File: src/rtl/dac_pkg.sv
// dac_pkg
// Shared definitions for the DAC channel sequencer and the DAC7611 serializer:
// channel count, code width, FSM state encoding and default mux timing.
package dac_pkg;

    localparam int NUM_CH   = 6;
    localparam int DATA_W   = 12;
    localparam int CH_W     = 3;
    localparam int SETTLE_W = 8;
    localparam int DWELL_W  = 10;

    localparam int SETTLE_CYC_DEF = 8;
    localparam int DWELL_CYC_DEF  = 400;

    typedef logic [CH_W-1:0] ch_t;

    localparam ch_t LAST_CH = ch_t'(NUM_CH - 1);

    typedef enum logic [2:0] {
        ST_IDLE      = 3'd0,
        ST_BREAK     = 3'd1,
        ST_SELECT    = 3'd2,
        ST_SEND      = 3'd3,
        ST_WAIT_DONE = 3'd4,
        ST_DWELL     = 3'd5
    } state_t;

    // Round-robin successor, wrapping the last channel back to 0.
    function automatic ch_t next_ch(input ch_t ch);
        if (ch == LAST_CH) begin
            return '0;
        end
        return ch_t'(ch + 1'b1);
    endfunction

endpackage

File: src/rtl/dac_code_table.sv
// dac_code_table
// One DAC code per mux channel. Synchronous write, combinational read.
// Ports:
//   clk, reset        clock, async active-low reset (clears every entry)
//   we, waddr, wdata  write strobe/index/code; indices past the last channel are dropped
//   raddr, rdata      combinational read of the entry at raddr
module dac_code_table
    import dac_pkg::*;
(
    input  logic              clk,
    input  logic              reset,
    input  logic              we,
    input  logic [CH_W-1:0]   waddr,
    input  logic [DATA_W-1:0] wdata,
    input  logic [CH_W-1:0]   raddr,
    output logic [DATA_W-1:0] rdata
);

    logic [DATA_W-1:0] mem [NUM_CH];

    always_ff @(posedge clk or negedge reset) begin
        if (!reset) begin
            for (int i = 0; i < NUM_CH; i++) begin
                mem[i] <= '0;
            end
        end else if (we && (waddr <= LAST_CH)) begin
            mem[waddr] <= wdata;
        end
    end

    assign rdata = (raddr <= LAST_CH) ? mem[raddr] : '0;

endmodule

File: src/rtl/dac_channel_sequencer.sv
// dac_channel_sequencer
// Steps round-robin through the DAC output mux channels. For each channel it
// drives the one-hot select, waits for it to settle, offers the stored code to
// the serializer over valid/ready, waits for load_done, dwells, then advances.
// Ports:
//   clk, reset                  clock, async active-low reset
//   enable                      run; when low, stop at the next channel boundary
//   cfg_we, cfg_addr, cfg_data  code table write port
//   sample_valid/data/ready     handshake toward the serializer
//   load_done                   one-cycle pulse from the serializer after LD
//   mux_signals                 one-hot mux select, zero when no channel active
//   ch_idx                      active channel
//   frame_pulse                 one cycle after the last channel finishes dwelling
//   busy                        FSM not idle
//
// state      | meaning
// -----------+-----------------------------------------------------------
// IDLE       | mux off, waiting for enable
// BREAK      | one cycle with mux off before selecting the next channel
// SELECT     | mux on, settle counter running
// SEND       | code offered, waiting for sample_ready
// WAIT_DONE  | code accepted, waiting for load_done
// DWELL      | mux held, dwell counter running, then advance channel
module dac_channel_sequencer
    import dac_pkg::*;
#(
    parameter int SETTLE_CYC = SETTLE_CYC_DEF,
    parameter int DWELL_CYC  = DWELL_CYC_DEF
) (
    input  logic              clk,
    input  logic              reset,
    input  logic              enable,
    input  logic              cfg_we,
    input  logic [CH_W-1:0]   cfg_addr,
    input  logic [DATA_W-1:0] cfg_data,
    output logic              sample_valid,
    output logic [DATA_W-1:0] sample_data,
    input  logic              sample_ready,
    input  logic              load_done,
    output logic [NUM_CH-1:0] mux_signals,
    output logic [CH_W-1:0]   ch_idx,
    output logic              frame_pulse,
    output logic              busy
);

    localparam logic [SETTLE_W-1:0] SETTLE_LOAD = SETTLE_W'(SETTLE_CYC - 1);
    localparam logic [DWELL_W-1:0]  DWELL_LOAD  = DWELL_W'(DWELL_CYC - 1);

    state_t              state, state_next;
    logic [SETTLE_W-1:0] settle_cnt, settle_next;
    logic [DWELL_W-1:0]  dwell_cnt, dwell_next;
    logic [CH_W-1:0]     ch_next;
    logic                valid_next;
    logic [DATA_W-1:0]   data_next;
    logic                frame_next;
    logic [DATA_W-1:0]   table_data;

    dac_code_table u_table (
        .clk   (clk),
        .reset (reset),
        .we    (cfg_we),
        .waddr (cfg_addr),
        .wdata (cfg_data),
        .raddr (ch_idx),
        .rdata (table_data)
    );

    always_ff @(posedge clk or negedge reset) begin
        if (!reset) begin
            state        <= ST_IDLE;
            settle_cnt   <= '0;
            dwell_cnt    <= '0;
            ch_idx       <= '0;
            sample_valid <= 1'b0;
            sample_data  <= '0;
            frame_pulse  <= 1'b0;
        end else begin
            state        <= state_next;
            settle_cnt   <= settle_next;
            dwell_cnt    <= dwell_next;
            ch_idx       <= ch_next;
            sample_valid <= valid_next;
            sample_data  <= data_next;
            frame_pulse  <= frame_next;
        end
    end

    always_comb begin
        state_next  = state;
        settle_next = settle_cnt;
        dwell_next  = dwell_cnt;
        ch_next     = ch_idx;
        valid_next  = sample_valid;
        data_next   = sample_data;
        frame_next  = 1'b0;
        case (state)
            ST_IDLE: begin
                if (enable) begin
                    state_next = ST_BREAK;
                end
            end
            ST_BREAK: begin
                state_next  = ST_SELECT;
                settle_next = SETTLE_LOAD;
            end
            ST_SELECT: begin
                // Code is captured here so later table writes cannot disturb
                // a transfer already in progress.
                if (settle_cnt == '0) begin
                    data_next  = table_data;
                    valid_next = 1'b1;
                    state_next = ST_SEND;
                end else begin
                    settle_next = settle_cnt - 1'b1;
                end
            end
            ST_SEND: begin
                if (sample_valid && sample_ready) begin
                    valid_next = 1'b0;
                    state_next = ST_WAIT_DONE;
                end
            end
            ST_WAIT_DONE: begin
                if (load_done) begin
                    state_next = ST_DWELL;
                    dwell_next = DWELL_LOAD;
                end
            end
            ST_DWELL: begin
                if (dwell_cnt == '0) begin
                    frame_next = (ch_idx == LAST_CH);
                    ch_next    = next_ch(ch_idx);
                    state_next = enable ? ST_BREAK : ST_IDLE;
                end else begin
                    dwell_next = dwell_cnt - 1'b1;
                end
            end
            default: begin
                state_next = ST_IDLE;
            end
        endcase
    end

    assign mux_signals = (state inside {ST_SELECT, ST_SEND, ST_WAIT_DONE, ST_DWELL})
                         ? (NUM_CH'(1) << ch_idx) : '0;
    assign busy        = (state != ST_IDLE);

endmodule

File: config.mk
export PLATFORM = sky130hd
export DESIGN_NAME = dac_channel_sequencer
export DESIGN_NICKNAME = d
export VERILOG_FILES = /design/src/rtl/dac_pkg.sv /design/src/rtl/dac_code_table.sv /design/src/rtl/dac_channel_sequencer.sv
export SDC_FILE = /design/constraint.sdc
export NUM_CORES = 1
export LEC_CHECK = 0
export ABC_AREA = 1
export BUFFER_PORTS_ARGS = -buffer_cell sky130_fd_sc_hd__buf_2
export CAP_MARGIN = 20
export CORE_ASPECT_RATIO = 0.8
export CORE_UTILIZATION = 55
export CTS_BUF_LIST = sky130_fd_sc_hd__clkbuf_8 sky130_fd_sc_hd__clkbuf_16
export DETAILED_ROUTE_END_ITERATION = 7
export HOLD_SLACK_MARGIN = 0.03
export PLACE_DENSITY = 0.71
export SKIP_LAST_GASP = 1
export SYNTH_ARGS = -nofsm -noshare
export SYNTH_HDL_FRONTEND = slang
export SYNTH_SLANG_ARGS = --single-unit
File: constraint.sdc
create_clock -name clk -period 3.6 [get_ports clk]
set_clock_uncertainty 0.1 [all_clocks]
set_input_delay 0.18 -clock clk [delete_from_list [all_inputs] [get_ports clk]]
set_output_delay 0.18 -clock clk [all_outputs]
set_load 0.05 [all_outputs]
Word level (Yosys, flattened, before mapping)
Index checks and enable logic that the tools add are counted.
Storage, ports and cells
  register bits after elaboration: 110
Operators by class
  mux-type cells: 30
  reductions and logical operators: 17
  equality and inequality tests: 13
  shift operators: 1
  add/sub/neg operators: 3
  order comparisons: 5
  bitwise logic cells: 2
Operators with widths (number)
  bitwise mux 72 bit: 1
  two-way mux 12 bit: 4
  binary-select mux 12 bit (select 3 bit): 1
  demux 12 bit (select 3 bit): 1
  two-way mux 3 bit: 7
  two-way mux 10 bit: 2
  one-hot mux 10 bit (2 select lines): 1
  one-hot mux 3 bit (6 select lines): 1
  one-hot mux 8 bit (2 select lines): 1
  != test 2 bit, second input constant: 7
  zero test 10 bit: 1
  subtractor 10 x 1 -> 10 bit, second input constant: 1
  == test 3 bit, second input constant: 3
  greater-or-equal comparator 4 bit, second input constant: 2
  zero test 8 bit: 1
  two-way mux 1 bit: 8
  two-way mux 8 bit: 1
  inverter 3 -> 4 bit: 2
  subtractor 8 x 1 -> 8 bit, second input constant: 1
  == test 3 x 2 -> 1 bit, second input constant: 2
  <= comparator 3 bit, second input constant: 2
  two-way mux 6 bit: 1
  AND reduction 2 bit: 3
  AND reduction 3 bit: 2
  11 further kinds: 15

Longest topological paths before layout
Gate-level depths: netlist of the first run.
  word-level depth: 6
  gate-level depth with buffers: 10
  gate-level depth less buffers: 9

By module
From an unflattened synthesis of the first run, not the netlist that was laid out.
Unflattened totals
  cell total of the unflattened synthesis: 719
  area, all modules: 5955.7 µm²
By module, submodules not included
  dac_code_table: cells an instance 427, area each 3739.8 µm², seq. area each 1801.7 µm², times used 1
  dac_channel_sequencer: cells an instance 292, area each 2215.9 µm², seq. area each 950.9 µm², times used 1

Worst setup path after synthesis of the first run
OpenSTA, ideal clock, no wires.
  kind: flip-flop to output port
  start point: register ch_idx[2]
  end point: output mux_signals[4]
  path buffers: 2
  required time: 3.320 ns
  setup slack: 0.979 ns
  cell stages (with the launch flop): 5
  data arrival time: 2.341 ns
  cell sequence: dfrtp_1 -> clkbuf_1 -> inv_1 -> clkbuf_1 -> nor3_1
Between the ends
  word-level cells in the longest chain between the ends: 2
Ends and longest elaborated chain
  start: declaration: RTL line dac_channel_sequencer.sv:41  | output logic [CH_W-1:0] ch_idx,
  start signal: assignment: RTL line dac_channel_sequencer.sv:81  | ch_idx <= ch_next;
  left shift 1 x 3 -> 6 bit: RTL line dac_channel_sequencer.sv:145  | ? (NUM_CH'(1) << ch_idx) : '0;
  two-way mux 6 bit: RTL line dac_channel_sequencer.sv:145
  end: declaration: RTL line dac_channel_sequencer.sv:40  | output logic [NUM_CH-1:0] mux_signals,
No other way between the ends.

Worst setup path after layout of the first run
  start point: register ch_idx[2]
  end point: output mux_signals[3]
The elaborated chain is that of the path after synthesis.

==> summary.txt, run 1 <==
num ports: 45
port buffer count: 44
crit path launch type: flop
Chip Width: 111.6 um
Worst EP arrival: 2.20 ns
critical-path cell list: inv_1, ha_1, inv_1, nor2_1, buf_2
post-synthesis cell count: 690
htree depth: 3
Starting DRT DRC Count: 295
synth warn: 0
dpl hpwl: 7924 um
class of the worst hold path: primary input to flop
clock latency on the worst-skew pair: 0.36 ns
part of the Yosys area used for sequential elements: 0.5206
Yosys cell types: 29
status: finished, violations left
Worst EP required: 3.32 ns
# resized after CTS: 0
post-route setup TNS: 0 ns
share of cells above drive strength 1: 0.1058
Die Ht: 89.70 um
area of the die: 10010 um2
ant diodes: 0
Post-route DRC: 4
Max Freq: 402.7 MHz
failing checks: design-rule violations
Slew @ Worst Pin: 0.7980 ns
WS Path Type: flop to output port
nets: 748
largest net degree at the start of global routing: 58
RSZ-0062 raised after global routing: false
Starting Density: 0.5752
vias per cell: 5.214
vias in the first global route: 4318
Rel. slew slack: 0.4667
Slew Viols, Final: 0
GPL Wtd Cong: 0.8354
core area: 9193 um2
critical path endpoint category: output port
CP max stage delay: 0.76 ns
Util after Layout: 0.6397
final WL: 11900 um
fin crit share: 0.6898
Site Rows: 31
synthesized net count: 715
Max-cap violations: 0
first-pass GRT wire length: 20820 um
Setup-failing EPs final: 0
Syn-to-layout area delta: 11.22%
clk root buf: clkbuf_16
vias: 4395
Hold Vio Cnt, Final: 0
Power Density: 692.9 nW/um2
leakage power: 3.141 nW
syn_area_per_cell: 7.663 um2
post-synthesis cell area: 5288 um2
total gr overflow: 0
final instance area: 5881 um2
Synth Register Bits: 110
Clock transition at path regs: 0.08 ns
Final Non-Filler Cells: 843
WL/cell: 14.12 um
CP max stage cell: dfrtp_1
Routed Antenna Nets: 0
critical path's most frequent cell: inv_1
initial antenna violation count: 0
gr usage total: 0.2618
Final min period: 2.483 ns
drt pass-1 iters: 7
Placement Cell Area: 5564 um2
Clock Sinks: 110
VDD IR-drop max: 0.0003346 V
Max Root-Sink Buffers: 2
Post-Place Cells: 826
CTS Buf Count: 9
CP Max Fanout: 18
TritonCTS clock tree: done
-- stage by stage --
| stage | setup WS [ns] | total power, W | hold WS [ns] |
|---|---|---|---|
| global route | 0.9766 | 0.004345 | 0.07187 |
| global placement | 1.559 | 0.003049 | 0.1687 |
| finish | 1.117 | 0.004075 | 0.05214 |
| CTS | 1.122 | 0.004107 | 0.04930 |
| detailed placement | 1.504 | 0.003096 | 0.1791 |
| floorplan | 0.9793 | 0.002775 | -0.2156 |
-- cell usage in the layout, fill, tap and decap left out --
cell type	instances
buf_2	43
clkinvlp_4	1
buf_12	1
a22oi_1	1
buf_4	3
xor2_1	4
nand4_4	1
nor2_1	101
clkinv_4	1
nor3_4	1
a21oi_1	4
inv_2	3
nand2_1	217
inv_8	1
a21o_1	1
o21bai_1	1
nand4_1	5
nand3_1	48
clkinv_2	1
nand2_4	1
o21ai_2	2
o31ai_1	1
a21boi_0	1
dlygate4sd3_1	1
ha_1	4
or2_2	1
clkbuf_16	9
nor3_1	5
clkinv_8	3
dfrtp_1	110
o21ai_0	88
inv_1	59
nand2_2	1
nor2_2	4
-- synth_stat cells (all sizes together) --
library cell | count | area [um2]
nand2 | 219 | 832.1
dfrtp | 110 | 2753
nor2 | 105 | 404.1
o21ai | 90 | 457.9
inv | 62 | 232.7
nand3 | 48 | 240.2
clkbuf | 19 | 71.32
buf | 7 | 53.80
nand4 | 6 | 52.55
nor3 | 6 | 41.29
a21oi | 4 | 20.02
ha | 4 | 50.05
xor2 | 4 | 35.03
a21boi | 1 | 7.510
a21o | 1 | 7.510
a22oi | 1 | 7.510
o21bai | 1 | 7.510
o31ai | 1 | 7.510
or2 | 1 | 6.260
-- state kept, by name, indices dropped and copies added (netlist names) --
signal,flops
settle_cnt,8
frame_pulse,1
u_table.mem,72
sample_data,12
dwell_cnt,10
state,3
sample_valid,1
ch_idx,3
-- worst max-delay path, delay by kind of cell, from the launching register on --
family        cells  cell delay (ns)
fa+ha+maj         1             0.34
buf+inv           3             0.71
flops             1             0.76
simple gates      1             0.03
-- final timing paths --
| path | startpoint | slack, ns | cells past startpoint | end |
|---|---|---|---|---|
| min reg2reg | sample_data[11]$_DFFE_PN0P_ | 0.39 | 2 | sample_data[11]$_DFFE_PN0P_ |
| min in group asynchronous | reset | 0.32 | 2 | dwell_cnt[5]$_DFFE_PN0P_ |
| min | cfg_data[2] | 0.05 | 3 | u_table.mem[2]$_DFFE_PN0P_ |
| max in group asynchronous | reset | 2.34 | 3 | settle_cnt[7]$_DFFE_PN0P_ |
| max reg2reg | settle_cnt[2]$_DFFE_PN0P_ | 1.48 | 8 | sample_data[10]$_DFFE_PN0P_ |
| max | ch_idx[2]$_DFFE_PN0P_ | 1.12 | 5 | mux_signals[3] |
-- layer usage --
| metal | GRT usage | share of wire | vias up |
|---|---|---|---|
| met5 | 0 | 0 | - |
| met4 | 0.08784 | 0.016 | 0 |
| met3 | 0.05192 | 0.034 | 15 |
| met2 | 0.4384 | 0.48 | 80 |
| met1 | 0.3413 | 0.47 | 2065 |
| li1 | - | - | 2235 |
-- where the power goes --
group / internal [W] / total, W / switching [W]
sequential: 0.00153 / 0.00175 / 0.000219
clock: 0.000493 / 0.000997 / 0.000504
combinational: 0.000379 / 0.00133 / 0.000947
-- timing repair --
action                                 CTS  global route
hold buffers                             1             0
endpoints found under the hold margin   53             0
buffers inserted                         0             0
-- cell type report --
| cell class | count | area [um2] |
|---|---|---|
| clock inverters | 7 | 81.33 |
| fillers | 820 | 3312 |
| multi-input cells | 492 | 2177 |
| clock buffers | 9 | 225.2 |
| flip-flops and latches | 110 | 2753 |
| repair buffers | 48 | 267.8 |
| well taps | 115 | 143.9 |
| inverters | 62 | 232.7 |
-- cell families after synthesis --
group | share of synthesized area
xor gates and xnor gates | 0.006625
buffers and inverters | 0.06768
and+or+nand+nor | 0.2982
adders and majority gates | 0.009466
AOI/OAI and AO/OA | 0.09749
DFF | 0.5206
Power figures use the tool's default switching activity.
==> inputs of run 2 (changes only) <==
- clock period: 3.6 -> 2.6 ns (I/O delays scaled with it)
==> summary.txt, run 2 (synthesis results as in run 1) <==
status: finished, violations left
failing checks: design-rule violations
# resized after CTS: 0 (unchanged)
Chip Width: 111.6 um (unchanged)
Syn-to-layout area delta: 13.49%
Post-Place Cells: 829 (+0.36%)
Setup-failing EPs final: 0 (unchanged)
htree depth: 3 (unchanged)
class of the worst hold path: primary input to flop
WS Path Type: flop to output port
Final Non-Filler Cells: 856 (+1.5%)
Clk pwr share: 0.251 (+0.006)
clk root buf: clkbuf_16
first-pass GRT wire length: 21000 um (+0.86%)
leakage power: 3.201 nW (+1.9%)
Filler cells: 772 (-5.9%)
WL/cell: 14.18 um (+0.43%)
CP max stage delay: 0.43 ns (-0.33 ns)
Logic pwr share: 0.326 (about the same)
max reg flops: 72 (unchanged)
Max Root-Sink Buffers: 2 (unchanged)
GRT met1 Usage: 0.3548 (+0.01343)
M3 GR Usage: 0.04922 (-0.002697)
area of the die: 10010 um2 (unchanged)
Max Freq: 462.2 MHz
Worst EP arrival: 1.93 ns (-0.27 ns)
Power Density: 947.0 nW/um2 (+37%)
crit path launch type: flop
TritonCTS clock tree: done
Crit path max-delay family: buffers and inverters
Max-cap violations: 0 (unchanged)
Post-route DRC: 4 (unchanged)
Site Rows: 31 (unchanged)
gr usage total: 0.2649 (+0.003060)
Starting Density: 0.5752 (unchanged)
final WL: 12140 um (+2.0%)
commonest non-fill, non-tap cells in the layout: nand2_1 (217), dfrtp_1 (110), nor2_1 (101)
drt pass-1 iters: 8 (+1)
Routed Antenna Nets: 0 (unchanged)
CP max stage cell: dfrtp_1
nets: 761 (+1.7%)
Slew Viols, Final: 0 (unchanged)
Reg with most FFs: u_table.mem
Overall Power: 0.005682 W (+39%)
switching share of power: 0.3980 (-0.01188)
grt peak-use layer: met2
Clock transition at path regs: 0.08 ns (about the same)
Worst EP required: 2.37 ns (-0.95 ns)
Int Power: 0.003421 W (+42%)
CTS Hold Bufs: 11 (+10)
RSZ-0062 raised after global routing: false
# Post-CTS Setup Buffers: 0 (unchanged)
vias in the first global route: 4408 (+2.1%)
critical path endpoint category: output port
Hold Vio Cnt, Final: 0 (unchanged)
dpl hpwl: 7925 um (about the same)
Reg power frac: 0.423 (-0.007)
Psw: 0.002262 W (+35%)
CTS Buf Count: 9 (unchanged)
initial antenna violation count: 0 (unchanged)
commonest non-fill, non-tap cell in the layout: nand2_1
num ports: 45 (unchanged)
Final min period: 2.163 ns
CP Max Fanout: 13 (-5)
post-route setup TNS: 0 ns (unchanged)
port buffer count: 44 (unchanged)
critical-path cell list: nor2_1, buf_4, inv_1, nor3_1, buf_2
core area: 9193 um2 (unchanged)
GPL Wtd Cong: 0.8599 (+2.9%)
Die Ht: 89.70 um (unchanged)
vias per cell: 5.373 (+3.1%)
ant diodes: 0 (unchanged)
Rel. slew slack: 0.4214 (-0.04529)
VDD IR-drop max: 0.0004689 V (+40%)
Slew @ Worst Pin: 0.8679 ns (+0.06987 ns)
Starting DRT DRC Count: 405 (+37%)
total gr overflow: 0 (unchanged)
clock latency on the worst-skew pair: 0.36 ns (about the same)
vias: 4599 (+4.6%)
met2 usage: 0.4394 (+0.001035)
share of cells above drive strength 1: 0.1080 (+0.002193)
Buf/Inv on CP: 3 (unchanged)
largest net degree at the start of global routing: 69 (+19%)
fin crit share: 0.8321
Largest regs: u_table.mem (72), sample_data (12), dwell_cnt (10)
Util after Layout: 0.6528 (+0.01307)
Clock Sinks: 110 (unchanged)
## run 2: changes by cell type in the layout (fill, tap and decap cells not counted)
| cell | delta |
|---|---|
| inv_8 | +1 |
| inv_6 | +1 |
| bufinv_16 | +1 |
| dlygate4sd3_1 | +10 |
| clkinv_8 | -3 |
| buf_4 | +3 |
| clkinv_4 | -1 |
| clkinv_2 | +1 |
## run 2: final timing paths
kind / from / end / slack (ns) / cells after the start
hold reg to reg: sample_data[7]$_DFFE_PN0P_ / sample_data[7]$_DFFE_PN0P_ / 0.38 / 2
setup reg to reg: settle_cnt[0]$_DFFE_PN0P_ / settle_cnt[5]$_DFFE_PN0P_ / 0.57 / 7
max in group asynchronous: reset / u_table.mem[3]$_DFFE_PN0P_ / 1.35 / 3
setup / recovery: ch_idx[0]$_DFFE_PN0P_ / mux_signals[4] / 0.44 / 5
min in group asynchronous: reset / dwell_cnt[4]$_DFFE_PN0P_ / 0.32 / 2
hold / removal: cfg_data[5] / u_table.mem[17]$_DFFE_PN0P_ / 0.03 / 3
## run 2: per-stage QoR
| step | hold WS, ns | area, um2 | setup WS (ns) |
|---|---|---|---|
| 6_report | 0.03160 | 6001 | 0.4366 |
| 5_1_grt | 0.04197 | 6001 | 0.2739 |
| 4_1_cts | 0.03679 | 6001 | 0.4427 |
| 3_5_place_dp | 0.2051 | 5587 | 0.6178 |
| 3_3_place_gp | 0.2062 | 5587 | 0.7179 |
| 2_1_floorplan | -0.2656 | 5288 | 0.02925 |
## run 2: tightest hold or removal path: cells and delay by family
kind	cells	cell delay [ns]
AO/OA/AOI/OAI	1	0.16
buffers and inverters	2	0.15
## run 2: power groups by stage
stage | Sequential, W | Clock, W | Combinational, W
after floorplan | 0.00273 | 0 | 0.00111
after global placement | 0.00241 | 0 | 0.00179
after detailed placement | 0.00242 | 0 | 0.00184
after CTS | 0.00240 | 0.00144 | 0.00186
after global routing | 0.00246 | 0.00151 | 0.00208
final | 0.00240 | 0.00143 | 0.00185
## run 2: layer usage
metal / wire [um] / vias to the layer above
met5: 0 / -
met4: 196 / 0
met3: 656 / 17
met2: 5709 / 146
met1: 5575 / 2164
li1: - / 2272
## run 2: area by class of cell
class / count / area [um2] / area share
Multi-Input combinational cell: 492 / 2177 / 0.3628
Inverter: 62 / 232.7 / 0.03878
Clock inverter: 7 / 78.83 / 0.01314
Clock buffer: 9 / 225.2 / 0.03753
Sequential cell: 110 / 2753 / 0.4587
Timing Repair Buffer: 61 / 390.4 / 0.06505
Tap cell: 115 / 143.9 / 0.02398
